`src/rtl/div_unit_pkg.sv`:
```
// Shared widths and encodings for the multi-cycle divider.
package div_unit_pkg;

  localparam int unsigned RegBus       = 32;
  localparam int unsigned DoubleRegBus = 64;
  localparam int unsigned CntW         = 6;

  localparam logic DivResultReady    = 1'b1;
  localparam logic DivResultNotReady = 1'b0;
  localparam logic DivStart          = 1'b1;
  localparam logic DivStop           = 1'b0;

  typedef enum logic [1:0] {
    DivFree   = 2'b00,
    DivByZero = 2'b01,
    DivOn     = 2'b10,
    DivEnd    = 2'b11
  } div_state_e;

  function automatic logic [RegBus-1:0] cond_neg(input logic neg, input logic [RegBus-1:0] v);
    return neg ? (RegBus'(0) - v) : v;
  endfunction

endpackage

```
`src/rtl/div_unit_step.sv`:
```
// One restoring-division step: trial subtract of the divisor from the partial remainder.
module div_unit_step
  import div_unit_pkg::*;
(
  input  logic [DoubleRegBus-1:0] work_i,
  input  logic [RegBus-1:0]       divisor_i,
  output logic [DoubleRegBus:0]   work_o
);

  logic [RegBus:0] diff;

  always_comb begin
    diff = {1'b0, work_i[DoubleRegBus-1:RegBus]} - {1'b0, divisor_i};
    if (!diff[RegBus]) begin
      work_o = {diff[RegBus-1:0], work_i[RegBus-1:0], 1'b1};
    end else begin
      work_o = {work_i, 1'b0};
    end
  end

endmodule

```
`src/rtl/div_unit.sv`:
```
// Multi-cycle 32-bit DIV/DIVU: 32 restoring steps, result held until EX drops start.
module div_unit
  import div_unit_pkg::*;
(
  input  logic                    clk,
  input  logic                    rst,
  input  logic                    signed_div_i,
  input  logic [RegBus-1:0]       opdata1_i,
  input  logic [RegBus-1:0]       opdata2_i,
  input  logic                    start_i,
  input  logic                    annul_i,
  output logic [DoubleRegBus-1:0] result_o,
  output logic                    ready_o
);

  div_state_e              state_q, state_d;
  logic [CntW-1:0]         cnt_q, cnt_d;
  logic [DoubleRegBus:0]   work_q, work_d;
  logic [RegBus-1:0]       divisor_q, divisor_d;
  logic                    neg_quot_q, neg_quot_d;
  logic                    neg_rem_q, neg_rem_d;
  logic [DoubleRegBus-1:0] result_q, result_d;
  logic                    ready_q, ready_d;

  logic [DoubleRegBus:0]   step_work;
  logic [RegBus-1:0]       abs_dividend, abs_divisor;
  logic [RegBus-1:0]       quot_raw, rem_raw;

  // The top bit only ever receives the shifted-out remainder MSB; it is never read back.
  logic unused_work_msb;
  assign unused_work_msb = work_q[DoubleRegBus];

  div_unit_step u_step (
    .work_i    (work_q[DoubleRegBus-1:0]),
    .divisor_i (divisor_q),
    .work_o    (step_work)
  );

  assign abs_dividend = cond_neg(signed_div_i & opdata1_i[RegBus-1], opdata1_i);
  assign abs_divisor  = cond_neg(signed_div_i & opdata2_i[RegBus-1], opdata2_i);
  assign quot_raw     = step_work[RegBus-1:0];
  assign rem_raw      = step_work[DoubleRegBus:RegBus+1];

  always_comb begin
    state_d    = state_q;
    cnt_d      = cnt_q;
    work_d     = work_q;
    divisor_d  = divisor_q;
    neg_quot_d = neg_quot_q;
    neg_rem_d  = neg_rem_q;
    result_d   = result_q;
    ready_d    = ready_q;

    unique case (state_q)
      DivFree: begin
        if (start_i == DivStart && !annul_i) begin
          if (opdata2_i == '0) begin
            state_d = DivByZero;
          end else begin
            state_d    = DivOn;
            cnt_d      = '0;
            work_d     = {{RegBus{1'b0}}, abs_dividend, 1'b0};
            divisor_d  = abs_divisor;
            neg_quot_d = signed_div_i & (opdata1_i[RegBus-1] ^ opdata2_i[RegBus-1]);
            neg_rem_d  = signed_div_i & opdata1_i[RegBus-1];
          end
        end
      end
      DivByZero: begin
        if (annul_i) begin
          state_d = DivFree;
        end else begin
          state_d  = DivEnd;
          result_d = '0;
          ready_d  = DivResultReady;
        end
      end
      DivOn: begin
        // Annul beats completion, even on the final step.
        if (annul_i) begin
          state_d = DivFree;
          cnt_d   = '0;
          ready_d = DivResultNotReady;
        end else begin
          work_d = step_work;
          cnt_d  = cnt_q + 1'b1;
          if (cnt_q == CntW'(RegBus - 1)) begin
            state_d  = DivEnd;
            result_d = {cond_neg(neg_rem_q, rem_raw), cond_neg(neg_quot_q, quot_raw)};
            ready_d  = DivResultReady;
          end
        end
      end
      DivEnd: begin
        if (annul_i || start_i == DivStop) begin
          state_d  = DivFree;
          result_d = '0;
          ready_d  = DivResultNotReady;
        end
      end
      default: state_d = DivFree;
    endcase
  end

  always_ff @(posedge clk or negedge rst) begin
    if (!rst) begin
      state_q    <= DivFree;
      cnt_q      <= '0;
      work_q     <= '0;
      divisor_q  <= '0;
      neg_quot_q <= 1'b0;
      neg_rem_q  <= 1'b0;
      result_q   <= '0;
      ready_q    <= DivResultNotReady;
    end else begin
      state_q    <= state_d;
      cnt_q      <= cnt_d;
      work_q     <= work_d;
      divisor_q  <= divisor_d;
      neg_quot_q <= neg_quot_d;
      neg_rem_q  <= neg_rem_d;
      result_q   <= result_d;
      ready_q    <= ready_d;
    end
  end

  assign result_o = result_q;
  assign ready_o  = ready_q;

endmodule
```
`config.mk`:
```
export PLATFORM = sky130hd
export DESIGN_NAME = div_unit
export DESIGN_NICKNAME = d
export VERILOG_FILES = /design/src/rtl/div_unit_pkg.sv /design/src/rtl/div_unit_step.sv /design/src/rtl/div_unit.sv
export SDC_FILE = /design/constraint.sdc
export NUM_CORES = 1
export LEC_CHECK = 0
export BUFFER_PORTS_ARGS = -buffer_cell sky130_fd_sc_hd__buf_2
export CORE_MARGIN = 1.5
export CORE_UTILIZATION = 40
export DETAILED_ROUTE_END_ITERATION = 10
export PLACE_DENSITY = 0.62
export SYNTH_ARGS = -nofsm -noshare
export SYNTH_HDL_FRONTEND = slang
export SYNTH_HIERARCHICAL = 1
export SYNTH_SLANG_ARGS = --single-unit
```
`constraint.sdc`:
```
create_clock -name clk -period 6.78 [get_ports clk]
set_clock_uncertainty 0.1 [all_clocks]
set_input_delay 0 -clock clk [delete_from_list [all_inputs] [get_ports clk]]
set_output_delay 0 -clock clk [all_outputs]
set_load 0.05 [all_outputs]
```
## Word-level counts from Yosys, hierarchy flattened

Cells that the tools add are included.

- Input port bits: 69
- Bits in registers: 171
- Word-level logic and storage cells: 74
- Output and inout port bits: 65

- Mux-type cells: 30
- Equality and inequality tests: 11
- Bitwise logic cells: 6
- Add/subtract/negate cells: 6
- Reductions and logical operators: 13

Operators with widths:

| cell | count |
|---|---|
| 64-bit two-way mux | 7 |
| 64-bit case mux with 3 select lines | 1 |
| 32-bit two-way mux | 4 |
| 64-bit case mux with 2 select lines | 1 |
| 1-bit by 32-bit subtractor with 32-bit output, first input constant | 4 |
| 65-bit two-way mux | 1 |
| 32-bit by 32-bit subtractor with 33-bit output | 1 |
| 32-bit logical NOT | 1 |
| 6-bit two-way mux | 3 |
| 2-bit two-way mux | 6 |
| 2-bit inequality test, second input constant | 6 |
| 6-bit case mux with 2 select lines | 1 |
| 3-bit AND reduction | 3 |
| 2-bit case mux with 4 select lines | 1 |
| 4-bit AND reduction | 2 |
| 6-bit by 1-bit adder with 6-bit output, second input constant | 1 |
| 6-bit by 5-bit == test with 1-bit output, second input constant | 1 |
| 5-bit AND reduction | 1 |
| 2-bit == test, second input constant | 2 |
| 1-bit two-way mux | 4 |
| 1-bit bitwise AND | 3 |
| 3-bit inequality test, second input constant | 1 |
| 1-bit case mux with 3 select lines | 1 |
| 3-bit nonzero test | 1 |
| other kinds (8) | 9 |

## Longest topological paths before layout

Gate-level depths: netlist of the first run.

- Word-level depth: 7
- Depth in mapped cells: 21
- Depth with buffers taken out: 20

## Hierarchy

The synthesis of the first run kept the hierarchy.

Modules (own cells, without submodules):

| module | instances | sequential area each (µm²) | area an instance (µm²) | cells each |
|---|---|---|---|---|
| div_unit | 1 | 4279.1 | 9345.2 | 1007 |
| div_unit_step | 1 | 0.0 | 2462.4 | 388 |

## Least setup slack after synthesis of the first run

Ideal clock, no wire load.

- Path kind: flip-flop to flip-flop
- From: reg work_q[47]
- To: reg result_q[58], in the netlist result_o[58]
- Cell stages (with the launch flop): 16
- Data arrival time: 4.475 ns
- Data required time: 6.558 ns
- Slack: 2.083 ns
- Setup time: 0.122 ns
- Period minus slack after synthesis: 4.697 ns
- Path buffers: 1
- Path through: dfrtp_1 -> ha_1 -> a21oi_1 -> o21ai_0 -> a22o_1 -> nor2_2 -> a31oi_2 -> a311oi_4 -> clkbuf_1 -> o21ai_0 -> or4_4 -> or4b_4 -> or4_4 -> o41ai_4 -> xor2_1 -> o21ai_1

- Longest elaborated chain between the ends: 7

RTL lines:

| item | line | RTL |
|---|---|---|
| start: declaration | div_unit.sv:18 | `logic [DoubleRegBus:0] work_q, work_d;` |
| start signal: assignment | div_unit.sv:118 | `work_q <= work_d;` |
| 32-bit by 32-bit subtractor with 33-bit output | div_unit_step.sv:13 | `diff = {1'b0, work_i[DoubleRegBus-1:RegBus]} - {1'b0, divisor_i};` |
| 65-bit two-way mux (*) | div_unit_step.sv:14 | `if (!diff[RegBus]) begin` |
| via step_work[48] | div_unit.sv:25 | `logic [DoubleRegBus:0] step_work;` |
| 1-bit by 32-bit subtractor with 32-bit output (*) | div_unit_pkg.sv:21 | `return neg ? (RegBus'(0) - v) : v;` |
| 32-bit two-way mux (*) | div_unit_pkg.sv:21 |  |
| 64-bit two-way mux (*) | div_unit.sv:87 | `if (cnt_q == CntW'(RegBus - 1)) begin` |
| 64-bit two-way mux (*) | div_unit.sv:80 | `if (annul_i) begin` |
| 64-bit case mux with 3 select lines (*) | div_unit.sv:54 | `unique case (state_q)` |
| end signal: assignment | div_unit.sv:122 | `result_q <= result_d;` |
| end: declaration | div_unit.sv:22 | `logic [DoubleRegBus-1:0] result_q, result_d;` |

The timed path passes the listed nets; every way through them passes the cells marked *. The select of a mux whose other input is x is not followed.
A chain may end at the register's enable or synchronous reset.

## Final worst setup path of the first run

- From: reg work_q[51]
- To: reg result_q[56], in the netlist result_o[56]

- Longest elaborated chain between the ends: 7

RTL lines:

| item | line |
|---|---|
| 32-bit by 32-bit subtractor with 33-bit output | div_unit_step.sv:13 |
| 65-bit two-way mux | div_unit_step.sv:14 |
| via step_work[47] | div_unit.sv:25 |
| 1-bit by 32-bit subtractor with 32-bit output | div_unit_pkg.sv:21 |
| 32-bit two-way mux | div_unit_pkg.sv:21 |
| 64-bit two-way mux | div_unit.sv:87 |
| 64-bit two-way mux | div_unit.sv:80 |
| 64-bit case mux with 3 select lines | div_unit.sv:54 |

The timed path passes the listed nets, and every way through them passes these cells. The select of a mux whose other input is x is not followed.

==> out/qor.csv, run 1 <==
metric,value,unit
post-synthesis mux area share,2.11,%
"Max FO, Critical Path",25,
Initial Util,40.9,%
Post-route DRC,0,
Worst Setup Start Kind,register,
clock power share,16.8,%
sequential share of the synthesized area,36.2,%
H-tree depth,4,
Mapped Cells,1395,
Adder-Cell Fraction of Synth Area,4.62,%
Pleak,6.25,nW
die span in x,175,um
Combinational Power Share,57.9,%
XOR/XNOR Fraction of Synth Area,10.7,%
post-synthesis compound-gate area fraction,22.9,%
crit path DAT,5.57,ns
top post-synthesis cells by area,"dfrtp_1 36%, o21ai_0 7.3%, xor2_1 7.2%",
design area,0.0140,mm^2
synthesized area per cell,8.46,um^2
post-layout util,48.5,%
setup bufs post-CTS,0,
final wirelength,33600,um
Vias,10682,
Unique masters post-synth,76,
post-route setup slack,1.41,ns
worst skew pair latency,0.44,ns
Iter 0 DRT Violations,777,
NetSw,3.11,mW
placed insts,1829,
Syn Nets,1507,
Critical Path RT,6.98,ns
M1 WL,16500,um
antenna violations before repair,0,
"most common cell after layout, fill and taps aside",nand2_1,
vias in the first global route,10113,
Worst-path clk slew,0.07,ns
sequential fraction of design power,25.3,%
leading area contributor after synthesis,dfrtp_1,
CTS max path bufs,2,
ys flop type,dfrtp_1,
DP HPWL,24300,um
Min Hold Slack,0.0172,ns
CP endpoint kind,register,
register bit total from synthesis,171,
post-place instance area,0.0126,mm^2
Post-synth EDFFs,0,
Synth top area share,36.2,%
Int Power,3.32,mW
Area growth syn-to-layout,18.5,%
crit path kind,reg -> reg,
GRT Total Usage,22.2,%
DP Worst Slack,1.48,ns
hold crit path type,in -> reg,
CTS tree,built,
Relative slew margins,26.5,%
core region area,0.0289,mm^2
unrepaired setup endpoints after global routing,false,
Worst Max-Slew Pin Slew,1.10,ns
die area,0.0306,mm^2
f_max,186,MHz
Post-Layout Cell Count,1939,
pwr dens,460,mW/mm^2
share of cells above drive strength 1,14.4,%
Final Critical Period,5.37,ns
vias per cell,5.51,
largest family of logic cells by synthesized area,compound AO/OA/AOI/OAI gates,
WL met3,2010,um
# clock sinks,171,
warnings from Yosys,6,
drt pass-1 iters,5,
Post-DRT Antenna Nets,0,
first-pass GRT wire length,54200,um
final net count,1654,
ys async rst share,100,%
I/O Buffers,133,
cell chosen for the clock root,clkbuf_16,
most frequent cells in the layout,"213 x nand2_1, 172 x o21ai_0, 171 x dfrtp_1, 132 x buf_2, 97 x xor2_1",
WL met2,14600,um
setup tns final,0,ns
Power Total,6.44,mW
simple-gate share of the synthesized area,16.9,%
drt wl/cell,17.3,um
Finish-stage setup viols,0,
Top Metal Used,met4,
Sw Ratio,48.3,%
number of I/O pins,134,
status,"complete, no violations",
final number of hold-violating endpoints,0,
Peak VDD IR,0.000217,V
row count,62,
cts hold-fix bufs,78,
CTS buffer count,17,
synthesized cell area,0.0118,mm^2
largest net degree at the start of global routing,110,
gr ovfl total,0,
CTS resizes,0,
Max Cap Viol,0,
ant diodes,0,
Final GP Congestion,0.889,
Max Slew Vio Count,0,
Die Y,175,um
crit share post-route,79.2,%
==> state kept, by name (all words and copies together), names as in the netlist <==
signal and cells:
divisor_q 32, work_q 64, ready_o 1, neg_quot_q 1, state_q 2, neg_rem_q 1, cnt_q 6, result_o 64
==> logic make-up (layout without fill, tap and decap cells) <==
group                      Yosys count  count (layout)
DFF                                171             171
and+or+nand+nor                    430             430
buffers and inverters              161             321
muxes                               23              23
xor gates and xnor gates           144             144
adders and majority gates           43              43
AOI/OAI and AO/OA                  423             423
==> per-layer routing <==
metal  GRT usage [%]  vias up
met5               0        -
met4            6.16        0
met3            3.96       33
met2            33.3      329
met1            32.7     5099
li1                -     5221
==> worst paths after layout <==
check,start,end,slack (ns),cells past startpoint
max,work_q[51],result_o[56],1.41,16
min,opdata1_i[3],work_q[4],0.02,5
max reg2reg,work_q[51],result_o[56],1.41,16
min reg2reg,result_o[43],result_o[43],0.37,2
max in group asynchronous,rst,work_q[13],5.01,3
min in group asynchronous,rst,divisor_q[6],0.14,2
==> power by group through the flow <==
stage / combinational [mW] / sequential (mW) / clock (mW)
after floorplan: 2.91 / 1.50 / 0
after global placement: 3.60 / 1.62 / 0
after detailed placement: 3.64 / 1.64 / 0
after CTS: 3.69 / 1.62 / 1.11
after global routing: 4.13 / 1.67 / 1.15
final: 3.72 / 1.63 / 1.08
==> synthesized netlist by cell type, types with 32 or more instances <==
library cell	number
nand2_1	213
o21ai_0	172
dfrtp_1	171
xor2_1	97
a21oi_1	78
nor2_1	75
inv_1	58
clkbuf_1	48
xnor2_1	47
ha_1	42
o31ai_1	41
buf_4	36
a22o_1	32
==> critical path: stages, from the launching register on <==
cell,delay [ns]
dfrtp_1,0.41
ha_1,0.42
nand4_1,0.20
or3_1,0.41
a211oi_1,0.23
nor2_2,0.10
a31oi_2,0.24
a311oi_4,0.14
inv_2,0.40
buf_4,0.31
a21oi_1,0.21
or4_4,0.49
or4b_4,0.57
or4_4,0.53
o21ai_0,0.22
xor2_1,0.17
o21ai_0,0.09
==> cell type report <==
cell class	count	area, um^2
clock buffer	18	439
fill	2847	14900
timing repair buffer	230	1600
inverter	59	221
sequential	171	4280
multi-input combinational	1063	6770
clock inverter	14	205
tap	384	480
No activity file was read; power rests on OpenSTA's default activity.
==> inputs of run 2 (changes only) <==
- ABC_AREA: default -> 1
- PLACE_DENSITY: 0.62 -> 0.64
- clock period: 6.78 -> 4.8 ns (I/O delays scaled with it)
==> run 2 against run 1 <==
  * First-iteration DRC count rose by 32%
  * Worst setup slack lost 0.54 ns
  * Non-clock buffer count fell by 21
  * Maximum frequency up 37%
  * Register-to-register slack worse by 0.54 ns
  * Combinational power increased by 23%
  * Utilization down 2.4 points
  * Wire length up 26%
  * Hold slack better by 0.056 ns
  * Sequential share of layout area is 3.7 points lower
  * Largest cell class unchanged
==> out/qor.csv, run 2 <==
metric,value,unit
die span in x,190,um
share of cells above drive strength 1,10.4,%
CTS tree,built,
Min Hold Slack,0.0731,ns
Post-Layout Cell Count,2851,
I/O Buffers,133,
Sw Ratio,53.2,%
Post-synth EDFFs,0,
DP Worst Slack,0.931,ns
top post-synthesis cells by area,"dfrtp_1 31%, nand2_1 24%, nand3_1 7.1%",
vias per cell,5.02,
first-pass GRT wire length,69500,um
placed insts,2749,
Final Critical Period,3.93,ns
Unique masters post-synth,43,
Pleak,8.76,nW
commonest cells in the netlist,"878 x nand2_1, 252 x inv_1, 223 x nor2_1, 198 x nand3_1, 171 x dfrtp_1",
Worst Setup Start Kind,register,
row count,68,
Synth top area share,30.5,%
CTS max path bufs,2,
cell chosen for the clock root,clkbuf_16,
Peak VDD IR,0.000451,V
Max Cap Viol,0,
Mapped Cells,2251,
hold crit path type,in -> async,
slowest CP cell,fa_1,
Relative slew margins,23.9,%
Power Total,8.31,mW
Post-DRT Antenna Nets,0,
GRT Total Usage,24.0,%
H-tree depth,4,
Multi-input gate area,0.00804,mm^2
final number of hold-violating endpoints,0,
Finish-stage setup viols,0,
crit path buf inv count,3,
largest net degree at the start of global routing,89,
Iter 0 DRT Violations,1025,
register bit total from synthesis,171,
Critical Path RT,5.03,ns
register area,0.00428,mm^2
setup tns final,0,ns
unrepaired setup endpoints after global routing,false,
Worst-path clk slew,0.08,ns
Post-route DRC,0,
CTS buffer count,17,
CP endpoint kind,register,
final wirelength,42100,um
Syn Nets,2363,
ant diodes,0,
Max Slew Vio Count,0,
drt wl/cell,14.8,um
final net count,2495,
ys async rst share,100,%
Vias,14301,
sequential share of the synthesized area,30.5,%
most frequent cells in the layout,"878 x nand2_1, 252 x inv_1, 223 x nor2_1, 198 x nand3_1, 171 x dfrtp_1",
DP HPWL,32500,um
sequential fraction of design power,28.3,%
# clock sinks,171,
Int Power,3.89,mW
Final GP Congestion,0.982,
drt pass-1 iters,5,
Die Y,190,um
setup bufs post-CTS,0,
Area growth syn-to-layout,13.5,%
FILL cells,3669,
slowest cell delay on critical path,0.41,ns
Combinational Power Share,55.2,%
status,"complete, no violations",
ys flop type,dfrtp_1,
"Max FO, Critical Path",37,
"most common cell after layout, fill and taps aside",nand2_1,
Worst Max-Slew Pin Slew,1.14,ns
synthesized cell area,0.0140,mm^2
CP top delay family,simple AND/OR/NAND/NOR gates,
worst-path cell chain,"inv_1, ha_1, fa_1, inv_1, nand3_1, nand3_1, nand2_1, nand2_2, nand2_2, nand2_4, nand2_4, nand2_8, inv_6, nand2_2, nand2_1, nor2_1, nand3_1, nand2_1, nand3_1, nor2_1, nand2_1, nor2_1, o21ai_2",
clock power share,16.5,%
crit share post-route,81.9,%
vias in the first global route,13536,
post-route setup slack,0.869,ns
crit path kind,reg -> reg,
warnings from Yosys,6,
synthesized area per cell,6.23,um^2
gr ovfl total,0,
die area,0.0362,mm^2
f_max,254,MHz
crit path DAT,4.16,ns
pwr dens,522,mW/mm^2
cell with the most instances after synthesis,nand2_1,
worst skew pair latency,0.44,ns
antenna violations before repair,0,
number of I/O pins,134,
core region area,0.0345,mm^2
Initial Util,40.6,%
leading area contributor after synthesis,dfrtp_1,
NetSw,4.42,mW
## run 2: changes by cell type in the layout (fill, tap and decap cells not counted), moves of 30 or more
cell | before | now
o21ai_1 | 1 | 32
nand2_2 | 0 | 33
o21ai_0 | 172 | 96
nand2_1 | 213 | 878
a21oi_1 | 78 | 47
a22o_1 | 32 | 2
o31ai_1 | 41 | 2
xnor2_1 | 47 | 12
xor2_1 | 97 | 48
nand3_1 | 15 | 198
nor2_1 | 75 | 223
inv_1 | 58 | 252
## run 2: layer usage
metal  track usage [%]  routed length (um)  up-vias
met2              39.8               19500      414
met5                 0                   0        -
li1                  -                   -     7259
met4              8.48                1350        0
met1              32.1               19300     6550
met3              2.91                2060       78
## run 2: logic make-up (layout without fill, tap and decap cells)
kind of cell    Yosys count  in the layout  synth area share (%)
fa+ha+maj                43             43                  3.89
simple gates           1415           1415                  42.2
compound gates          199            199                  7.54
xor+xnor                 60             60                  3.75
buf+inv                 363            508                  12.1
flops                   171            171                  30.5
## run 2: final cells by class
| class | instances | share of cell area (%) |
|---|---|---|
| Inverter | 267 | 6.36 |
| Sequential cell | 171 | 26.9 |
| Tap cell | 455 | 3.58 |
| Multi-Input combinational cell | 1717 | 50.6 |
| Clock buffer | 17 | 2.67 |
| Clock inverter | 15 | 0.936 |
| Timing Repair Buffer | 209 | 8.99 |
## run 2: worst paths after layout
check                      depth (start not counted)  slack [ns]       endpoint           from
min in group clk                                   5        0.33  divisor_q[18]  opdata2_i[18]
max in group asynchronous                          3        3.48     work_q[28]            rst
min reg2reg                                        2        0.38     work_q[25]     work_q[25]
min                                                2        0.07  divisor_q[20]            rst
max                                               23        0.87   result_o[56]     work_q[32]
max reg2reg                                       23        0.87   result_o[56]     work_q[32]
## run 2: power groups by stage
stage | sequential [mW] | clock [mW] | combinational, mW
after floorplan | 2.70 | 0 | 3.33
after global placement | 2.35 | 0 | 4.46
after detailed placement | 2.36 | 0 | 4.51
after CTS | 2.34 | 1.40 | 4.58
after global routing | 2.41 | 1.47 | 5.16
final | 2.35 | 1.37 | 4.58
## run 2: timing repair
item,4_1_cts,5_1_grt
gates resized for setup,0,0
hold buffers,70,0
endpoints found under the hold margin,153,0
## run 2: through the flow
stage | instance area, um^2 | utilization [%]
global placement | 14600 | 42.4
finish | 15900 | 46.1
detailed placement | 14600 | 42.4
CTS | 15900 | 46.1
floorplan | 14000 | -
global route | 15900 | 46.1
